===== config.mk =====
export PLATFORM = sky130hd
export DESIGN_NAME = pwm_multi_channel_gen
export DESIGN_NICKNAME = d
export VERILOG_FILES = /design/src/rtl/pwm_pkg.sv /design/src/rtl/pwm_button_debounce.sv /design/src/rtl/pwm_multi_channel_gen.sv
export SDC_FILE = /design/constraint.sdc
export NUM_CORES = 1
export LEC_CHECK = 0
export BUFFER_PORTS_ARGS = -buffer_cell sky130_fd_sc_hd__clkbuf_2
export CAP_MARGIN = 5
export CELL_PAD_IN_SITES_DETAIL_PLACEMENT = 0
export CELL_PAD_IN_SITES_GLOBAL_PLACEMENT = 1
export CORE_MARGIN = 4
export CORE_UTILIZATION = 49
export DETAILED_ROUTE_END_ITERATION = 8
export PLACE_DENSITY = 0.82
export SYNTH_ARGS = -nofsm -noshare
export SYNTH_HDL_FRONTEND = slang
export SYNTH_HIERARCHICAL = 1
export SYNTH_SLANG_ARGS = --single-unit

===== constraint.sdc =====
create_clock -name clk -period 3.8 [get_ports clk]
set_input_delay 0.38 -clock clk [delete_from_list [all_inputs] [get_ports clk]]
set_output_delay 0.38 -clock clk [all_outputs]
set_load 0.05 [all_outputs]

===== src/rtl/pwm_pkg.sv =====
// Shared types and helpers for the multi-channel PWM generator.
// Duty/counter types are sized by PWM_CNT_W; the top's CNT_W defaults to it.
package pwm_pkg;

    localparam int PWM_CNT_W = 8;

    typedef logic [PWM_CNT_W-1:0] duty_t;
    typedef logic [PWM_CNT_W:0]   duty_ext_t;

    // Width of a channel-select bus; never narrower than one bit.
    function automatic int sel_w(input int channels);
        return (channels > 1) ? $clog2(channels) : 1;
    endfunction

    function automatic duty_t sat_add(input duty_t a, input duty_t step, input duty_t lim);
        duty_ext_t sum;
        sum = duty_ext_t'(a) + duty_ext_t'(step);
        return (sum > duty_ext_t'(lim)) ? lim : sum[PWM_CNT_W-1:0];
    endfunction

    function automatic duty_t sat_sub(input duty_t a, input duty_t step);
        duty_ext_t diff;
        diff = duty_ext_t'(a) - duty_ext_t'(step);
        // The extra top bit is the borrow: set means the result went below zero.
        return diff[PWM_CNT_W] ? '0 : diff[PWM_CNT_W-1:0];
    endfunction

endpackage


===== src/rtl/pwm_button_debounce.sv =====
// Button conditioner: 2-FF synchroniser, stability counter and one-shot press pulse.
// A press fires once after DEB_CYCLES synced-high cycles and re-arms only after release.
module pwm_button_debounce #(
    parameter int DEB_CYCLES = 4
) (
    input  logic clk,
    input  logic rst,
    input  logic clear_i,
    input  logic btn_i,
    output logic press_o
);

    localparam int                DEB_W   = $clog2(DEB_CYCLES + 1);
    localparam logic [DEB_W-1:0]  DEB_MAX = DEB_W'(DEB_CYCLES);

    logic             sync1_q, sync2_q;
    logic [DEB_W-1:0] stable_q, stable_d;
    logic             press_q, press_d;

    // NOTE: every signal driven here gets a default first, so no path leaves it unassigned (no latch).
    always_comb begin
        stable_d = stable_q;
        press_d  = 1'b0;
        if (clear_i || !sync2_q) begin
            stable_d = '0;
        end else if (stable_q != DEB_MAX) begin
            stable_d = stable_q + 1'b1;
            press_d  = (stable_q == DEB_MAX - 1'b1);
        end
    end

    // NOTE: state registers use non-blocking assignments so all flops update from pre-edge values.
    always_ff @(posedge clk or posedge rst) begin
        if (rst) begin
            sync1_q  <= 1'b0;
            sync2_q  <= 1'b0;
            stable_q <= '0;
            press_q  <= 1'b0;
        end else begin
            sync1_q  <= clear_i ? 1'b0 : btn_i;
            sync2_q  <= clear_i ? 1'b0 : sync1_q;
            stable_q <= stable_d;
            press_q  <= press_d;
        end
    end

    assign press_o = press_q;

endmodule


===== src/rtl/pwm_multi_channel_gen.sv =====
// Multi-channel PWM generator: shared period counter, double-buffered per-channel duty.
// Define PWM_CENTER_ALIGN_EN for an up/down (centre-aligned) counter; default is edge-aligned.
module pwm_multi_channel_gen
    import pwm_pkg::*;
#(
    parameter int CHANNELS   = 4,
    parameter int CNT_W      = PWM_CNT_W,
    parameter int PERIOD     = 10,
    parameter int STEP       = 1,
    parameter int DUTY_RST   = 5,
    parameter int DEB_CYCLES = 4
) (
    input  logic                       clk,
    input  logic                       rst,
    input  logic                       ena,
    input  logic [sel_w(CHANNELS)-1:0] ui_sel,
    input  logic                       ui_increase_duty,
    input  logic                       ui_decrease_duty,
    output logic [CHANNELS-1:0]        uo_pwm_out,
    output logic [CNT_W-1:0]           uo_duty,
    output logic                       uo_period_start
);

    localparam duty_t PERIOD_D   = duty_t'(PERIOD);
    localparam duty_t LAST_D     = duty_t'(PERIOD - 1);
    localparam duty_t STEP_D     = duty_t'(STEP);
    localparam duty_t DUTY_RST_D = duty_t'(DUTY_RST);

    logic                inc_press, dec_press, sel_valid, period_wrap;
    duty_t               cnt_q, cnt_d;
    duty_t               shadow_q [CHANNELS];
    duty_t               shadow_d [CHANNELS];
    duty_t               active_q [CHANNELS];
    logic [CHANNELS-1:0] pwm_q, pwm_d;
    logic                period_start_q;

    pwm_button_debounce #(.DEB_CYCLES(DEB_CYCLES)) u_deb_inc (
        .clk     (clk),
        .rst     (rst),
        .clear_i (!ena),
        .btn_i   (ui_increase_duty),
        .press_o (inc_press)
    );

    pwm_button_debounce #(.DEB_CYCLES(DEB_CYCLES)) u_deb_dec (
        .clk     (clk),
        .rst     (rst),
        .clear_i (!ena),
        .btn_i   (ui_decrease_duty),
        .press_o (dec_press)
    );

    assign sel_valid = int'(ui_sel) < CHANNELS;

    // Simultaneous inc and dec presses cancel out.
    always_comb begin
        shadow_d = shadow_q;
        if (ena && sel_valid && (inc_press ^ dec_press)) begin
            shadow_d[ui_sel] = inc_press ? sat_add(shadow_q[ui_sel], STEP_D, PERIOD_D)
                                         : sat_sub(shadow_q[ui_sel], STEP_D);
        end
    end

`ifdef PWM_CENTER_ALIGN_EN
    localparam duty_t ONE_D = duty_t'(1);
    logic dir_down_q, dir_down_d;

    // Up 0..PERIOD, down to 0; the period boundary is the down->up turn at zero.
    always_comb begin
        cnt_d       = cnt_q;
        dir_down_d  = dir_down_q;
        period_wrap = 1'b0;
        if (ena) begin
            if (!dir_down_q) begin
                if (cnt_q == PERIOD_D) begin
                    dir_down_d = 1'b1;
                    cnt_d      = cnt_q - 1'b1;
                end else begin
                    cnt_d = cnt_q + 1'b1;
                end
            end else begin
                cnt_d = cnt_q - 1'b1;
                if (cnt_q == ONE_D) begin
                    dir_down_d  = 1'b0;
                    period_wrap = 1'b1;
                end
            end
        end
    end

    always_ff @(posedge clk or posedge rst) begin
        if (rst) dir_down_q <= 1'b0;
        else     dir_down_q <= dir_down_d;
    end
`else
    always_comb begin
        cnt_d       = cnt_q;
        period_wrap = 1'b0;
        if (ena) begin
            period_wrap = (cnt_q == LAST_D);
            cnt_d       = period_wrap ? '0 : cnt_q + 1'b1;
        end
    end
`endif

    always_comb begin
        for (int i = 0; i < CHANNELS; i++) begin
            pwm_d[i] = ena && (cnt_q < active_q[i]);
        end
    end

    always_ff @(posedge clk or posedge rst) begin
        if (rst) begin
            cnt_q          <= '0;
            pwm_q          <= '0;
            period_start_q <= 1'b0;
            // NOTE: the duty arrays are a handful of flops that must come up at DUTY_RST, so they are reset, not RAM.
            for (int i = 0; i < CHANNELS; i++) begin
                shadow_q[i] <= DUTY_RST_D;
                active_q[i] <= DUTY_RST_D;
            end
        end else begin
            cnt_q          <= cnt_d;
            pwm_q          <= pwm_d;
            period_start_q <= period_wrap;
            shadow_q       <= shadow_d;
            if (period_wrap) active_q <= shadow_q;
        end
    end

    assign uo_pwm_out      = pwm_q;
    assign uo_period_start = period_start_q;
    assign uo_duty         = sel_valid ? shadow_q[ui_sel] : '0;

endmodule


==> flow_summary.toml <==
[final_layout]
areaGrowthSynthToFinish_pct = 8.45
final_util_pct = 54.1
drive_gt1_share_pct = 20.0
layout.nets = 526
fillers = 928
antenna_cells = 0

[yosys]
yosysSeqAreaShare_pct = 46.3
synth_edf_count = 0
synthArstFlopShare_pct = 100
ys_dominant_reg_cell = "dfrtp_1"
avgSynthCellArea_um2 = 10.5
synthMuxAreaShare_pct = 10.1
synth_adder_area_share_pct = 10.0
synth_simple_gate_area_share_pct = 12.9
yosysUniqueCellTypes = 49
synthXorXnorAreaFrac_pct = 2.16
synth-compound-area-share_pct = 13.0
ys_ff_latch = 89
postSynthCellCount = 461
synthesis.nets = 507
synth_top_family_by_area = "compound AO/OA/AOI/OAI gates"
yosys_warnings = 6
syn_area_um2 = 4860

[die]
core_area_um2 = 9730
initial_core_util_pct = 49.9
fp.dieH_um = 108
die_area_um2 = 11600
num_rows = 36
io_pins = 20
die_x_um = 108

[placement]
dp_slack_ps = 434
gp_congestion = 0.855
dp_hpwl_um = 7340
port_buffers = 19

[clocking]
htree_levels = 3
cts_tree = "done"
root_buffer = "clkbuf_8"
clk_latency_ps = 370
numCtsBuffers = 9
postCtsSetupBuffers = 0
cts_max_path_buffers = 2
clk_pin_slew_ps = 90
clock_sinks = 89

[pwr]
p_total_mw = 2.71
ir_drop_v = 0.000238
p_per_area_nw_per_um2 = 514
leakage_nw = 2.61

[drt]
wl_um = 10100
detail-route-antenna-nets = 0
drc = 0
first_iter_violations = 159
drtPass1Iterations = 4
vias_per_cell = 5.38
post_drt_wl_per_cell_um = 16.4
dr_total_vias = 3326

[min_path]
min_path_type = "in -> reg"
min-delay-start = "ui_increase_duty"
min_to = "u_deb_inc/sync1_q"
holdPathStages = 2

[outcome]
status = "completed"

[critical_path]
cp_common_cell = "o22ai_1"
path_buf_inv = 0
start_kind = "flip-flop"
crit_slowest_cell = "dfstp_2"
r2r_cells = 10
cpPeakStageDelay_ps = 560
crit_chain = "mux4_2 > ha_1 > nand2_1 > o22ai_1 > or4b_1 > a2bb2oi_1 > o32ai_2 > nand3b_1 > o22ai_1 > mux2_2"
path_delay_family = "compound AO/OA/AOI/OAI gates"
criticalPathCategory = "reg -> reg"
reg2reg_slack_ps = 510
crit_path_end_kind = "flip-flop"
worstPathMaxFanout = 9
required_ps = 4110
r2r-start = "shadow_q[8]"
r2r-end = "shadow_q[10]"
critPathArrivalTime_ps = 3600

[sta]
maxSlewHeadroom_pct = 42.5
rsz0062_at_grt = "no"
finalWorstSetupSlack_ps = 509
setup_violations = 0
fin_tns_setup_ps = 0
max_slew.worst_pin.slew_ps = 861
final.min_clock_period_ps = 3290
final-hold-violation-count = 0
max_freq_mhz = 304
fin_skew_ps = 11.1
maxSlewViolCount = 0
fin_crit_sh_pct = 86.6

[grt]
grt_util_met3_pct = 3.00
antenna_found_initial = 0
met2_usage_pct = 30.2
grt_overflow = 0
grt_pass1_wl_um = 17400
grt_use_met1_pct = 27.1
grt-busiest-layer = "met2"
first_global_vias = 3466
grt_usage_pct = 19.1
grt_max_degree = 62

[flow_run]
max_cap_viol_count = 0
==> synthesized netlist by cell type, types with 3 or more instances <==
master | number | area (um^2)
a211oi_1 | 4 | 30.0
a21o_1 | 28 | 210
a21oi_1 | 7 | 35.0
a31oi_1 | 3 | 18.8
buf_2 | 8 | 40.0
clkbuf_1 | 6 | 22.5
dfrtp_1 | 73 | 1830
dfstp_2 | 16 | 420
ha_1 | 39 | 488
inv_1 | 44 | 165
mux2_2 | 24 | 270
mux2i_1 | 4 | 40.0
mux4_2 | 8 | 180
nand2_1 | 64 | 240
nand2b_1 | 10 | 62.6
nand3_1 | 4 | 20.0
nand4_1 | 5 | 31.3
nor2_1 | 14 | 52.6
nor2b_1 | 6 | 37.5
nor3_1 | 7 | 35.0
o21ai_0 | 30 | 150
o22ai_1 | 5 | 31.3
o31ai_1 | 9 | 67.6
xnor2_1 | 10 | 87.6
==> final cells by class <==
type	count	area (um^2)	share of cell area, %
clock buffer	10	128	2.42
clock inverter	6	66.3	1.26
inverter	46	173	3.28
multi-input combinational	309	2340	44.5
sequential	89	2250	42.7
tap	133	166	3.16
timing repair buffer	25	143	2.71
==> layer usage <==
metal  wire (um)  share of wire (%)
met1        4810                 48
met5           0                  0
met4         136                1.3
met3         409                4.0
met2        4750                 47
==> registers in the layout, indices dropped and copies added (netlist names) <==
signal	flops
active_q	32
u_deb_dec/stable_q	3
u_deb_inc/sync2_q	1
u_deb_inc/stable_q	3
u_deb_inc/sync1_q	1
u_deb_inc/press_o	1
cnt_q	8
uo_pwm_out	4
u_deb_dec/sync1_q	1
uo_period_start	1
u_deb_dec/sync2_q	1
u_deb_dec/press_o	1
shadow_q	32
==> timing repair <==
| action | 4_1_cts | 5_1_grt |
|---|---|---|
| hold endpoints to repair | 12 | 0 |
| resized for setup | 0 | 0 |
| endpoints found under the setup margin | 0 | 0 |
| hold buffers | 1 | 0 |
==> where the power goes <==
| part | switching [mW] | internal [mW] |
|---|---|---|
| Clock | 0.349 | 0.305 |
| Sequential | 0.117 | 1.15 |
| Combinational | 0.411 | 0.374 |
==> stage by stage <==
stage                     cell area (um^2)  cells  hold slack (ps)
after detailed placement              5060    601              332
final                                 5270    618              227
after floorplan                       4860    461              171
after global placement                5060    601              319
after CTS                             5270    618              228
after global routing                  5270    618              228
==> cell families (layout without fill, tap and decap cells) <==
kind of cell	Yosys count	after routing
fa+ha+maj	39	39
xor+xnor	12	12
mux	36	36
simple gates	127	127
compound gates	95	95
flops	89	89
buf+inv	63	87
==> cells in the final DEF (no fill, tap or decap), types with 5 or more instances in the layout <==
cell	synthesis	routed
clkbuf_8	0	9
nor2b_1	6	6
inv_1	44	43
nand2_1	64	64
buf_4	1	5
nand4_1	5	5
mux4_2	8	8
o31ai_1	9	9
a21oi_1	7	7
o22ai_1	5	5
a21o_1	28	28
dfrtp_1	73	73
o21ai_0	30	30
dfstp_2	16	16
xnor2_1	10	10
nor3_1	7	7
mux2_2	24	24
nand2b_1	10	10
ha_1	39	39
clkbuf_2	0	19
nor2_1	14	14
==> worst max-delay path by stage <==
| stage | startpoint | endpoint | slack (ps) | cells after the start |
|---|---|---|---|---|
| finish | shadow_q[8] | shadow_q[10] | 510 | 10 |
| global route | shadow_q[16] | shadow_q[18] | 340 | 10 |
| CTS | shadow_q[8] | shadow_q[18] | 550 | 10 |
| detailed placement | ui_sel[0] | shadow_q[18] | 430 | 11 |
| global placement | ui_sel[0] | shadow_q[27] | 620 | 11 |
| floorplan | ui_sel[1] | shadow_q[27] | 510 | 12 |
Note: power is estimated with default switching activity, not from simulation.
